--- src/rtl/lcv_mul_acc_pkg.sv ---
// Shared types and constant helpers for the pipelined signed multiply-accumulate unit.
package lcv_mul_acc_pkg;

   localparam int MAX_W = 128;

   typedef struct packed {
      logic valid;
      logic first;
      logic last;
   } stage_t;

   function automatic bit acc_width_ok(input int a_w, input int b_w, input int acc_w);
      return (acc_w >= a_w + b_w) && (acc_w <= MAX_W);
   endfunction

   function automatic int prod_width(input int a_w, input int b_w);
      return a_w + b_w;
   endfunction

   // Wide results; callers truncate to their own width, which keeps the two's-complement pattern.
   function automatic logic [MAX_W-1:0] sat_max(input int w);
      logic [MAX_W-1:0] one;
      one = 1;
      return (one << (w - 1)) - one;
   endfunction

   function automatic logic [MAX_W-1:0] sat_min(input int w);
      logic [MAX_W-1:0] one;
      one = 1;
      return ~(one << (w - 1)) + one;
   endfunction

endpackage

--- src/rtl/lcv_mul_acc_pipe_if.sv ---
// Beat input and result output channels of lcv_mul_acc_pipe, both valid/ready.
interface lcv_mul_acc_pipe_if
   import lcv_mul_acc_pkg::*;
#(
   parameter int A_WIDTH   = 16,
   parameter int B_WIDTH   = 16,
   parameter int ACC_WIDTH = 33
);
   logic                        inp_valid;
   logic                        inp_ready;
   logic signed [A_WIDTH-1:0]   inp_a;
   logic signed [B_WIDTH-1:0]   inp_b;
   logic signed [ACC_WIDTH-1:0] inp_c;
   logic                        inp_first;
   logic                        inp_last;
   logic                        outp_valid;
   logic                        outp_ready;
   logic signed [ACC_WIDTH-1:0] outp_data;
   logic                        outp_ovf;

   modport master (
      output inp_valid, inp_a, inp_b, inp_c, inp_first, inp_last, outp_ready,
      input  inp_ready, outp_valid, outp_data, outp_ovf
   );

   modport slave (
      input  inp_valid, inp_a, inp_b, inp_c, inp_first, inp_last, outp_ready,
      output inp_ready, outp_valid, outp_data, outp_ovf
   );
endinterface

--- src/rtl/lcv_mul_acc_add_sat.sv ---
// Combinational signed adder with overflow flag; LCV_MUL_ACC_SAT_EN selects clamping instead of wrap.
module lcv_mul_acc_add_sat
   import lcv_mul_acc_pkg::*;
#(
   parameter int WIDTH = 33
) (
   input  logic signed [WIDTH-1:0] a,
   input  logic signed [WIDTH-1:0] b,
   output logic signed [WIDTH-1:0] sum,
   output logic                    ovf
);
   logic [WIDTH:0] full;

   assign full = {a[WIDTH-1], a} + {b[WIDTH-1], b};
   assign ovf  = full[WIDTH] ^ full[WIDTH-1];

`ifdef LCV_MUL_ACC_SAT_EN
   localparam logic [WIDTH-1:0] SAT_HI = WIDTH'(sat_max(WIDTH));
   localparam logic [WIDTH-1:0] SAT_LO = WIDTH'(sat_min(WIDTH));

   // The extra top bit carries the true sign, so it picks which rail to clamp to.
   assign sum = ovf ? (full[WIDTH] ? SAT_LO : SAT_HI) : full[WIDTH-1:0];
`else
   assign sum = full[WIDTH-1:0];
`endif
endmodule

--- src/rtl/lcv_mul_acc_pipe.sv ---
// Three-stage pipelined signed multiply-accumulate with a global stall and a registered result.
// Optional clamping of the accumulator is enabled by defining LCV_MUL_ACC_SAT_EN.
module lcv_mul_acc_pipe
   import lcv_mul_acc_pkg::*;
#(
   parameter int A_WIDTH   = 16,
   parameter int B_WIDTH   = 16,
   parameter int ACC_WIDTH = 33
) (
   input logic                 clk,
   input logic                 rst,
   lcv_mul_acc_pipe_if.slave   bus
);
   localparam int P_WIDTH = prod_width(A_WIDTH, B_WIDTH);

   if (!acc_width_ok(A_WIDTH, B_WIDTH, ACC_WIDTH)) begin : g_bad_width
      $error("lcv_mul_acc_pipe: ACC_WIDTH must be at least A_WIDTH + B_WIDTH");
   end

   stage_t                      s0, s1;
   logic signed [A_WIDTH-1:0]   a0;
   logic signed [B_WIDTH-1:0]   b0;
   logic signed [ACC_WIDTH-1:0] c0, c1, prod1, acc, base, step_sum, outp_data;
   logic signed [P_WIDTH-1:0]   prod_full;
   logic                        s2_valid, s2_last, ovf_sticky, step_ovf;
   logic                        outp_valid, outp_ovf, en;

   assign en            = !outp_valid || bus.outp_ready;
   assign bus.inp_ready = en;
   assign bus.outp_valid = outp_valid;
   assign bus.outp_data  = outp_data;
   assign bus.outp_ovf   = outp_ovf;

   assign prod_full = a0 * b0;
   assign base      = s1.first ? c1 : acc;

   lcv_mul_acc_add_sat #(.WIDTH(ACC_WIDTH)) u_add (
      .a   (base),
      .b   (prod1),
      .sum (step_sum),
      .ovf (step_ovf)
   );

   // One enable freezes every stage together, so bubbles stay where they are during a stall.
   always_ff @(posedge clk) begin
      if (rst) begin
         s0         <= '0;
         s1         <= '0;
         a0         <= '0;
         b0         <= '0;
         c0         <= '0;
         c1         <= '0;
         prod1      <= '0;
         s2_valid   <= 1'b0;
         s2_last    <= 1'b0;
         acc        <= '0;
         ovf_sticky <= 1'b0;
         outp_valid <= 1'b0;
         outp_data  <= '0;
         outp_ovf   <= 1'b0;
      end else if (en) begin
         s0.valid <= bus.inp_valid;
         s0.first <= bus.inp_first;
         s0.last  <= bus.inp_last;
         a0       <= bus.inp_a;
         b0       <= bus.inp_b;
         c0       <= bus.inp_c;

         s1    <= s0;
         c1    <= c0;
         prod1 <= ACC_WIDTH'(prod_full);

         s2_valid <= s1.valid;
         s2_last  <= s1.last;
         if (s1.valid) begin
            acc        <= step_sum;
            ovf_sticky <= s1.first ? step_ovf : (ovf_sticky | step_ovf);
         end

         // The result is taken from acc one cycle after the last beat has been folded in.
         outp_valid <= s2_valid && s2_last;
         if (s2_valid && s2_last) begin
            outp_data <= acc;
            outp_ovf  <= ovf_sticky;
         end
      end
   end
endmodule
--- src/flat_wrapper.sv ---
// flat-port wrapper written by rule: the top's interface ports become plain ports
module lcv_mul_acc_pipe_flat import lcv_mul_acc_pkg::*;
#(
   parameter int A_WIDTH   = 16,
   parameter int B_WIDTH   = 16,
   parameter int ACC_WIDTH = 33
)
  (clk, rst, bus_inp_valid, bus_inp_a, bus_inp_b, bus_inp_c, bus_inp_first, bus_inp_last, bus_outp_ready, bus_inp_ready, bus_outp_valid, bus_outp_data, bus_outp_ovf);
  lcv_mul_acc_pipe_if #(.A_WIDTH(A_WIDTH), .B_WIDTH(B_WIDTH), .ACC_WIDTH(ACC_WIDTH)) bus_i ();
  input logic clk;
  input logic rst;
  input wire logic [$bits(bus_i.inp_valid)-1:0] bus_inp_valid;
  input wire logic [$bits(bus_i.inp_a)-1:0] bus_inp_a;
  input wire logic [$bits(bus_i.inp_b)-1:0] bus_inp_b;
  input wire logic [$bits(bus_i.inp_c)-1:0] bus_inp_c;
  input wire logic [$bits(bus_i.inp_first)-1:0] bus_inp_first;
  input wire logic [$bits(bus_i.inp_last)-1:0] bus_inp_last;
  input wire logic [$bits(bus_i.outp_ready)-1:0] bus_outp_ready;
  output wire logic [$bits(bus_i.inp_ready)-1:0] bus_inp_ready;
  output wire logic [$bits(bus_i.outp_valid)-1:0] bus_outp_valid;
  output wire logic [$bits(bus_i.outp_data)-1:0] bus_outp_data;
  output wire logic [$bits(bus_i.outp_ovf)-1:0] bus_outp_ovf;
  assign bus_i.inp_valid = bus_inp_valid;
  assign bus_i.inp_a = bus_inp_a;
  assign bus_i.inp_b = bus_inp_b;
  assign bus_i.inp_c = bus_inp_c;
  assign bus_i.inp_first = bus_inp_first;
  assign bus_i.inp_last = bus_inp_last;
  assign bus_i.outp_ready = bus_outp_ready;
  assign bus_inp_ready = bus_i.inp_ready;
  assign bus_outp_valid = bus_i.outp_valid;
  assign bus_outp_data = bus_i.outp_data;
  assign bus_outp_ovf = bus_i.outp_ovf;
  lcv_mul_acc_pipe #(.A_WIDTH(A_WIDTH), .B_WIDTH(B_WIDTH), .ACC_WIDTH(ACC_WIDTH)) u_core (.clk(clk), .rst(rst), .bus(bus_i));
endmodule
--- config.mk ---
export PLATFORM = sky130hd
export DESIGN_NAME = lcv_mul_acc_pipe_flat
export DESIGN_NICKNAME = d
export VERILOG_FILES = /design/src/rtl/lcv_mul_acc_pkg.sv /design/src/rtl/lcv_mul_acc_pipe_if.sv /design/src/rtl/lcv_mul_acc_add_sat.sv /design/src/rtl/lcv_mul_acc_pipe.sv /design/src/flat_wrapper.sv
export SDC_FILE = /design/constraint.sdc
export NUM_CORES = 1
export LEC_CHECK = 0
export ABC_AREA = 1
export BUFFER_PORTS_ARGS = -buffer_cell sky130_fd_sc_hd__buf_2
export CAP_MARGIN = 10
export CORE_AREA = 2 2 182 184
export CTS_BUF_LIST = sky130_fd_sc_hd__clkbuf_4
export DETAILED_ROUTE_END_ITERATION = 7
export DIE_AREA = 0 0 184 186
export GPL_TIMING_DRIVEN = 0
export PLACE_DENSITY = 0.87
export SLEW_MARGIN = 20
export SYNTH_ARGS = -nofsm -noshare
export SYNTH_HDL_FRONTEND = slang
export SYNTH_HIERARCHICAL = 1
export SYNTH_SLANG_ARGS = --single-unit
--- constraint.sdc ---
create_clock -name clk -period 6.3 [get_ports clk]
set_input_delay 0.63 -clock clk [delete_from_list [all_inputs] [get_ports clk]]
set_output_delay 0.63 -clock clk [all_outputs]
set_load 0.02 [all_outputs]
; Yosys cells after proc, flatten, opt, wreduce, memory -nomap -nowiden
; Index checks and enable logic that the tools add are counted.
; W data, S select, Z words.
[classes]
bitwise_logic = 2
multipliers = 1
mux = 2
reduce_logical = 5
add_sub_neg = 1
[op_table]
columns = operator, count
row1 = $add A33 B32 Y34, 1
row2 = $mux W33, 1
row3 = $mul A16 B16 Y32, 1
row4 = $reduce_and A2 Y1, 2
row5 = $logic_and A1 B1 Y1, 1
row6 = $logic_not A1 Y1, 1
row7 = $logic_or A1 B1 Y1, 1
row8 = $mux W1, 1
row9 = $or A1 B1 Y1, 1
row10 = $xor A1 B1 Y1, 1
[totals]
input_bits = 71
ff_bits = 207

; Longest topological paths before layout
[logic_depth]
word_depth = 5
depth_mapped = 28
mapped_depth_nobuf = 26

; By module
; The synthesis kept the hierarchy.
[modules_own_cells]
columns = mod, seq_area_each_um2, cells_per_inst, instances, area_per_inst_um2
row1 = lcv_mul_acc_pipe, 4144.0, 2500, 1, 18403.9
row2 = lcv_mul_acc_add_sat, 0.0, 419, 1, 2218.4

; Worst setup path after synthesis
; OpenSTA, ideal clock, no wires.
[synth_timing]
kind = reg2reg
from = register u_core.a0[15]
to = register u_core/prod1[31] (netlist name)
t_arrival_ns = 5.420
synth_period_minus_slack_ns = 5.529
required_ns = 6.191
setup_slack_ns = 0.771
stages_incl_launch_ff = 25
cell_sequence = dfxtp_1 clkbuf_1 clkbuf_1 nand2_1 fa_1 inv_1 fa_1 inv_1 fa_1 fa_1 fa_1 fa_1 inv_1 ha_1 nand2_1 nor2_1 nand2_1 nor3_1 nand2_1 inv_1 nor2_1 nand2_1 nand3_1 nand2_1 inv_1
[synth_between]
elab_chain_cells = 1
[synth_rtl]
columns = item, line_no
row1 = start: declaration, lcv_mul_acc_pipe.sv:21  ; logic signed [A_WIDTH-1:0] a0;
row2 = start signal: assignment, lcv_mul_acc_pipe.sv:65  ; a0 <= bus.inp_a;
row3 = $mul A16 B16 Y32, lcv_mul_acc_pipe.sv:34  ; assign prod_full = a0 * b0;
; Every way passes these cells.
; A chain may end at the register's enable or synchronous reset.

; Worst setup path in the final report
[layout_timing]
from = register u_core.a0[8]
to = register u_core.prod1[22]
[layout_between]
elab_chain_cells = 1
[layout_rtl]
columns = item, line_no
row1 = $mul A16 B16 Y32, lcv_mul_acc_pipe.sv:34
row2 = end signal: assignment, lcv_mul_acc_pipe.sv:71  ; prod1 <= ACC_WIDTH'(prod_full);
row3 = end: declaration, lcv_mul_acc_pipe.sv:23  ; logic signed [ACC_WIDTH-1:0] c0, c1, prod1, acc, base, step_sum, outp_data;
; Every way passes these cells.

==> flow_metrics.py <==
metrics = {
    "critical_path": {
        "required_ns": 6.97,
        "crit_fanout": 10,
        "start_kind": "register",
        "arrival_ns": 6.92,
        "worstSetupEndpointType": "register",
        "crit_type": "reg -> reg",
    },
    "synthesis": {
        "synth.avg_cell_area_um2": 7.065,
        "yosysWarnings": 6,
        "synth_edf_count": 0,
        "syn-num-nets": 3368,
        "yosysTopAreaCellShare": 0.2553,
        "yosysUniqueCellTypes": 40,
        "synth_area_um2": 20620,
        "synth.top_cells.by_count": "nand2_1 (686), inv_1 (584), nor2_1 (445)",
        "synth-main-ff-cell": "dfxtp_1",
        "synth_area_leader_cell": "fa_1",
        "yosys-top-cells-area": "fa_1 (26%), dfxtp_1 (20%), nand2_1 (12%)",
        "yosysMostFrequentCell": "nand2_1",
        "yosysSeqAreaShare": 0.2009,
        "async_flop_share": 0,
        "ys_seq_elements": 207,
        "syn_inst": 2919,
    },
    "layout": {
        "area_growth_pct": 8.300,
        "fill_cells": 2835,
        "final_net_count": 3511,
        "fin_cells": 3513,
        "utilization": 0.6935,
        "drive_gt1_frac": 0.09636,
    },
    "run_status": {
        "status": "complete, no violations",
    },
    "sta": {
        "skew_ns": 0.06518,
        "fin_crit_sh": 0.9913,
        "fin_ws_ns": 0.05501,
        "fin_crit_ns": 6.245,
        "slew_headroom": 0.5059,
        "finalHoldViolCount": 0,
        "timing.fmax_ghz": 0.1601,
        "rsz0062_at_grt": "true",
        "tightest_slew_ns": 0.7411,
        "tns_ns": 0,
        "setup_viol": 0,
        "final_max_slew_viol_count": 0,
    },
    "clock_network": {
        "cts_max_level": 2,
        "post_cts_resized": 12,
        "clock_sinks": 207,
        "cts_tree": "done",
        "cts.root.buffer_cell": "clkbuf_4",
        "cts_hold_buf": 0,
        "post_cts.repair.setup_buffers": 0,
        "clkTransAtPathRegs_ns": 0.07,
        "cts_buffers": 55,
        "clk-insertion-delay-late_ns": 0.80,
        "ctsLongestPathBuffers": 3,
    },
    "min_path": {
        "holdCritPathClass": "in -> reg",
    },
    "global_routing": {
        "grt_use_total": 0.3724,
        "grt_pass1_vias": 19100,
        "grt_pass1_wl_mm": 97.62,
        "antenna_found_initial": 2,
        "grt_start_max_net_pins": 17,
        "gr-total-overflow": 0,
    },
    "drt": {
        "wl_per_cell_um": 17.17,
        "drtIter0Drc": 1767,
        "ant_nets": 0,
        "route.detailed.drc": 0,
        "dr.pass1.iters": 6,
        "detail_route.vias_per_cell": 5.399,
        "num_vias": 18966,
        "wl_mm": 60.33,
    },
    "placement": {
        "gp_congestion": 0.9772,
        "pre_cts_slack_ns": -0.2037,
        "hpwl_mm": 48.98,
        "dp.cells": 3433,
        "portBuffers": 106,
    },
    "power_and_ir_drop": {
        "leakagePower_nw": 13.11,
        "ir_drop_v": 0.0002717,
        "powerDensity_nw_per_um2": 245.3,
        "p_total_w": 0.005478,
    },
    "die": {
        "rows": 66,
        "initial_core_util": 0.6403,
        "die_x_um": 184,
        "die-area_um2": 34220,
        "coreArea_um2": 32210,
        "io_pins": 107,
        "dieHeight_um": 186,
    },
    "job": {
        "maxCapViolCount": 0,
    },
}
per-stage QoR:
step	hold WS (ns)	instance area [um^2]
global placement	0.4574	21660
finish	0.07743	22330
detailed placement	0.4672	21660
CTS	0.006379	22350
floorplan	0.4403	20620
global route	0.06369	22330
cell usage in the layout, fill, tap and decap left out, types with 29 or more instances in the layout:
cell type / netlist / layout
nor2_1: 445 / 445
o21ai_0: 213 / 213
a21oi_1: 60 / 60
nand3_1: 62 / 62
ha_1: 115 / 115
clkbuf_4: 0 / 73
nand2_1: 686 / 686
dfxtp_1: 207 / 196
buf_2: 17 / 124
inv_1: 584 / 584
clkbuf_2: 0 / 29
clkbuf_1: 115 / 65
fa_1: 263 / 262
power by group:
group	internal (W)	switching (W)	total, W
logic	0.000991	0.00175	0.00275
clock network	0.000586	0.000609	0.00119
registers	0.00143	0.000109	0.00154
total	0.00301	0.00247	0.00548
registers in the layout, summed over array words and instances, names as in the netlist:
signal / count
u_core/ovf_sticky: 1
u_core/c0: 33
u_core/s2_last: 1
u_core/s0: 3
u_core/acc: 33
u_core/c1: 33
u_core/bus.outp_valid: 1
u_core/s1: 3
u_core/prod1: 32
u_core/b0: 16
u_core/bus.outp_data: 33
u_core/s2_valid: 1
u_core/bus.outp_ovf: 1
u_core/a0: 16
worst max-delay path: stages, from the launching register on:
cell and delay [ns]:
dfxtp_1 0.67, clkbuf_2 0.43, nand2_1 0.14, fa_1 0.56, inv_1 0.06, fa_1 0.50
fa_1 0.57, fa_1 0.43, fa_1 0.49, inv_1 0.05, fa_1 0.52, inv_1 0.05
ha_1 0.39, nand2_1 0.13, nor2_1 0.18, inv_1 0.10, nor2_1 0.23, nand4_1 0.24
nand4_1 0.17, nand3_1 0.10, nand2_1 0.07, inv_1 0.03
cell families (layout without fill, tap and decap cells):
group	after synthesis	in the layout	synth area share
flip-flops	207	207	0.2009
other	0	2	0
XOR/XNOR	34	34	0.01444
adder cells (fa/ha/maj)	378	378	0.3251
buffers and inverters	726	910	0.1334
AND/OR/NAND/NOR	1257	1257	0.2432
AO/OA/AOI/OAI	317	317	0.08294
per-layer routing:
layer  GRT usage  wire, um  up-vias
li1            -         -     8984
met1      0.5061     25560     8899
met2      0.5763     25970      905
met3     0.08628      6528      178
met4      0.1536      2266        0
met5           0         0        -
final timing paths:
check / start / end / slack (ns) / depth (start not counted)
max: u_core/a0[8] / u_core/prod1[22] / 0.06 / 21
min: bus_inp_b[9] / u_core/b0[9] / 0.08 / 3
max reg2reg: u_core/a0[8] / u_core/prod1[22] / 0.06 / 21
min reg2reg: u_core/c0[30] / u_core/c0[30] / 0.48 / 2
area by class of cell:
| cell class | instances | area (um^2) | area share |
|---|---|---|---|
| Multi-Input combinational cell | 1986 | 13730 | 0.6148 |
| Sequential cell | 207 | 4158 | 0.1862 |
| Inverter | 592 | 2222 | 0.09950 |
| Clock buffer | 73 | 548.0 | 0.02454 |
| Timing Repair Buffer | 106 | 530.5 | 0.02375 |
| Tap cell | 408 | 510.5 | 0.02286 |
| Buffer | 114 | 490.5 | 0.02196 |
| Clock inverter | 25 | 138.9 | 0.006218 |
| Antenna cell | 2 | 5.005 | 0.0002241 |
No activity file was read; power rests on OpenSTA's default activity.
